`config.mk`:
```
export PLATFORM = sky130hd
export DESIGN_NAME = tick_sync_monitor
export DESIGN_NICKNAME = d
export VERILOG_FILES = /design/src/rtl/tick_sync_monitor.sv
export SDC_FILE = /design/constraint.sdc
export NUM_CORES = 1
export LEC_CHECK = 0
export ABC_AREA = 0
export CORE_UTILIZATION = 30
export DETAILED_ROUTE_END_ITERATION = 12
export GPL_ROUTABILITY_DRIVEN = 0
export GPL_TIMING_DRIVEN = 0
export MAX_ROUTING_LAYER = met4
export PLACE_DENSITY_LB_ADDON = 0.25
export SYNTH_ARGS = -nofsm -noshare
export SYNTH_HDL_FRONTEND = slang
export SYNTH_SLANG_ARGS = --single-unit
```
`constraint.sdc`:
```
create_clock -name clk -period 7.13 [get_ports clk]
set_input_delay 0.713 -clock clk [delete_from_list [all_inputs] [get_ports clk]]
set_output_delay 0.713 -clock clk [all_outputs]
set_load 0.02 [all_outputs]
```
`src/rtl/tick_sync_monitor.sv`:
```
// tick_sync_monitor: resynchronizes a slow toggle into clk, emits edge ticks,
// measures the toggle interval, and reports lock and stall.
module tick_sync_monitor #(
   parameter int SYNC_STAGES = 2,
   parameter int CNT_W       = 32,
   parameter int TIMEOUT     = 12000000,
   parameter int TOL         = 2,
   parameter int LOCK_COUNT  = 3
) (
   input  logic             clk,
   input  logic             rst,
   input  logic             slow_in,
   output logic             tick,
   output logic             rise,
   output logic [CNT_W-1:0] period,
   output logic             period_valid,
   output logic             locked,
   output logic             timeout
);
   localparam logic [CNT_W-1:0] MAX = '1;
   localparam int MW = $clog2(LOCK_COUNT + 1);
   typedef enum logic [1:0] {IDLE, ACQUIRE, LOCKED} state_t;
   state_t                 state;
   logic [SYNC_STAGES-1:0] sync;
   logic                   prev, chg, prev_valid, match;
   logic [CNT_W-1:0]       gap, gap_n, prev_int;
   logic [CNT_W:0]         diff;
   logic [MW-1:0]          match_cnt;
   // gap_n is the gap value seen in the cycle being registered, so an interval
   // measured on a detected change equals the tick-to-tick distance
   always_comb begin
      chg   = sync[SYNC_STAGES-1] ^ prev;
      gap_n = tick ? CNT_W'(1) : (gap == MAX ? gap : gap + 1'b1);
      diff  = gap_n >= prev_int ? {1'b0, gap_n} - {1'b0, prev_int} : {1'b0, prev_int} - {1'b0, gap_n};
      match = prev_valid && diff <= (CNT_W+1)'(TOL);
   end
   always_ff @(posedge clk) begin
      if (rst) begin
         sync         <= '0;
         prev         <= 1'b0;
         tick         <= 1'b0;
         rise         <= 1'b0;
         gap          <= '0;
         period       <= '0;
         period_valid <= 1'b0;
         locked       <= 1'b0;
         timeout      <= 1'b0;
         prev_int     <= '0;
         prev_valid   <= 1'b0;
         match_cnt    <= '0;
         state        <= IDLE;
      end else begin
         sync         <= {sync[SYNC_STAGES-2:0], slow_in};
         prev         <= sync[SYNC_STAGES-1];
         tick         <= chg;
         rise         <= chg & sync[SYNC_STAGES-1];
         gap          <= gap_n;
         period_valid <= 1'b0;
         if (chg) begin
            timeout <= 1'b0;
            if (state == IDLE) begin
               state      <= ACQUIRE;
               prev_valid <= 1'b0;
               match_cnt  <= '0;
            end else begin
               period       <= gap_n;
               period_valid <= 1'b1;
               prev_int     <= gap_n;
               prev_valid   <= 1'b1;
               if (match) begin
                  if (match_cnt != MW'(LOCK_COUNT)) match_cnt <= match_cnt + 1'b1;
                  if (match_cnt >= MW'(LOCK_COUNT - 1)) begin
                     state  <= LOCKED;
                     locked <= 1'b1;
                  end
               end else begin
                  match_cnt <= '0;
                  state     <= ACQUIRE;
                  locked    <= 1'b0;
               end
            end
         end else if (gap_n == CNT_W'(TIMEOUT)) begin
            timeout    <= 1'b1;
            state      <= IDLE;
            locked     <= 1'b0;
            match_cnt  <= '0;
            prev_valid <= 1'b0;
         end
      end
   end
endmodule

```
==> impl_results.md <==
- Reg2reg end: match_cnt[0]
- Status: finished clean
- # H-tree levels: 3
- Num CTS Buffers: 9
- Postcts setup bufs: 0
- First-pass GRT wire length: between 40 and 50 mm
- MaxCap Viol Count: 0
- CP Data Arrival Time: between 7000 and 8000 ps
- RSZ-0062 raised after global routing: no
- Crit path max-delay family: simple AND/OR/NAND/NOR gates
- Commonest cells in the netlist: 121 x nor2_1, 106 x a21oi_1, 98 x nand2_1
- R2R Setup Slk: around 350 ps
- Clock skew: around 8.8 ps
- Crit Path Category: reg -> reg
- DRT Pass-1 Iters: 5
- Initial antenna violation count: 0
- WHS Endpoint: sync[1]
- Hold_sp: sync[0]
- Unique cell type count in the Yosys netlist: slightly above 70
- Critical path endpoint category: register
- Post-Layout Inst Area: approximately 8700 um^2
- Most common cell in the netlist: nor2_1
- Via count: around 7.6k
- Total GRT Usage: about a fifth
- Fill count: about 2.6k
- I/O pin count: 40
- Clk buf depth: 2
- Dpl hpwl: roughly 22 mm
- Initial Util: between 30% and 40%
- Worst-path cell chain: ha_1 > inv_1 > or4_1 > nor3_2 > nand4_1 > xor2_1 > or2_2 > inv_1 > ha_1 > buf_4 > a21oi_1 > o21ai_0 > a221oi_1 > o211ai_1 > nor2_2 > buf_2 > and4_1 > o221ai_1 > nor4_2 > nand4_2 > nor4_2 > mux2_2
- Yosys reg bits: 77
- CP Launch Type: register
- Asr flop ratio synth: 0%
- Worst path slowest cell: or4_1
- Maximum operating frequency: 147 MHz
- Post-Syn Area per Cell: between 7 and 8 um^2
- FP Rows: 57
- Final Max Tran Viols: 0
- Final cycle utilization of the critical path: 95.1%
- CTS tree: built
- Initial DRC Count: roughly 640
- Register area share after synthesis: between 20% and 30%
- Primary FF master, synth: dfxtp_1
- Worst vdd ir: roughly 96 uV
- CTS root buf: clkbuf_16
- Die height: 160 um
- Die area: between 20,000 and 30,000 um^2
- CP Data Required Time: ~7400 ps
- Nets: roughly 1.2k
- Synth area leaders: dfxtp_1 21%, ha_1 11%, a21oi_1 7.1%
- Synth Instances: 1,043
- Final Hold Fails: 0
- Worst path bufs/invs: 4
- IO buf count: 39
- Resized Gates After CTS: 0
- Routed Antenna Nets: 0
- EDFF count, synth: 0
- Worst hold path depth: 1
- Drc violations: 0
- Layout cells sized above 1: 7.10%
- Fin Setup TNS: 0 ps
- Slowest cell delay on critical path: 640 ps
- Final-report setup violation count: 0
- Drt wl/cell: ~18 um
- Tmin final: slightly below 7000 ps
- Clk sink count: 77
- Reg2reg start: gap[0]
- Vias in the first global route: about 7.3k
- Leak: approximately 0.0036 uW
- Routed vias/inst: ~5.4
- Placed cells: between 1k and 1.5k
- Die X: about 160 um
- CTS clk-pin slew, worst paths: 60 ps
- Clock network latency to the later pin of the worst-skew pair: around 340 ps
- Largest net degree at the start of global routing: 14
- CORE AREA: 24,500 um^2
- Cell Pwr Density: about 150 nW/um^2
- GRT Residual Overflow: 0
- Final core utilization: between 30% and 40%
- Least-Margin Pin Slew: ~750 ps
- Final WL: 26.3 mm
- Slew HR: between 40% and 50%
- Finished Layout Cells: ~1.4k
- Hold Buf Count CTS: 0
- Mapped Area: 7510 um^2
- CP Max Fanout: 10
- Layout area overhead: 15.3%
- Antenna diode count: 0
- Worst hold path type: reg -> reg
- Synth top area share: between 20% and 30%
- Yosys warnings: 0
- Yosys top cell by area: dfxtp_1
- Reg2Reg Depth: 22
- Synthesized Nets: ~1.1k
- Dpl cell area: 8310 um^2
-- state kept, by name, summed over array words and instances (netlist names) --
register      cells
prev_valid        1
tick              1
state             2
locked            1
prev              1
period_valid      1
sync              2
timeout           1
rise              1
prev_int         32
match_cnt         2
gap              32
-- power breakdown --
group | leakage (uW) | internal [uW] | total, uW | switching [uW]
logic | 0.00288 | 130 | 329 | 199
registers | 0.000621 | 434 | 438 | 4.00
clock network | 0.000145 | 306 | 495 | 189
-- worst max-delay path by stage --
stage	start	endpoint	slack [ps]	cells after the start
6_report	gap[0]	match_cnt[0]	350	22
5_1_grt	gap[0]	match_cnt[0]	20	22
4_1_cts	gap[0]	match_cnt[0]	180	21
3_5_place_dp	gap[0]	match_cnt[0]	190	21
3_3_place_gp	gap[0]	match_cnt[0]	200	21
2_1_floorplan	gap[0]	match_cnt[0]	1740	22
-- kinds of logic after synthesis --
family          Yosys count  synth area share (%)
flops                    77                  20.5
compound gates          285                  24.8
mux                      12                  1.63
buf+inv                 133                  7.13
xor+xnor                 57                  6.64
fa+ha+maj                70                  11.9
simple gates            409                  27.4
-- layer usage --
layer,track usage (%),share of wire (%),routed length [um],vias up
li1,-,-,-,3805
met1,28.0,47,12300,3509
met2,32.8,45,11800,271
met3,1.92,4.7,1240,48
met4,8.66,3.9,1020,0
met5,-,0,0,-
-- stage by stage --
stage / setup WS [ps] / power (uW) / hold WS (ps)
finish: 348 / 1260 / 435
global route: 17.5 / 1310 / 450
CTS: 182 / 1260 / 440
detailed placement: 187 / 769 / 426
global placement: 201 / 771 / 417
floorplan: 1740 / 684 / 414
-- layout by cell type (no fill, tap or decap), types with 10 or more instances in the layout --
cell,n
nor2_1,120
a21oi_1,106
nand2_1,98
inv_1,82
dfxtp_1,77
ha_1,68
o21ai_0,53
clkdlybuf4s50_1,39
clkbuf_1,33
nand3_1,32
xnor2_1,32
nand4_1,31
xor2_1,25
a21o_1,21
nor3_1,19
or2_2,14
nand2b_1,14
nor2b_1,13
and3_1,12
a211oi_1,12
mux2i_1,10
o211ai_1,10
-- area by class of cell --
class / count / area, um^2 / area share, %
clock buffer: 10 / 229 / 2.64
tap: 324 / 405 / 4.68
buffer: 51 / 228 / 2.63
clock inverter: 6 / 87.6 / 1.01
multi-input combinational: 833 / 5480 / 63.2
sequential: 77 / 1540 / 17.8
inverter: 82 / 308 / 3.55
timing repair buffer: 39 / 390 / 4.51
Note: power is estimated with default switching activity, not from simulation.
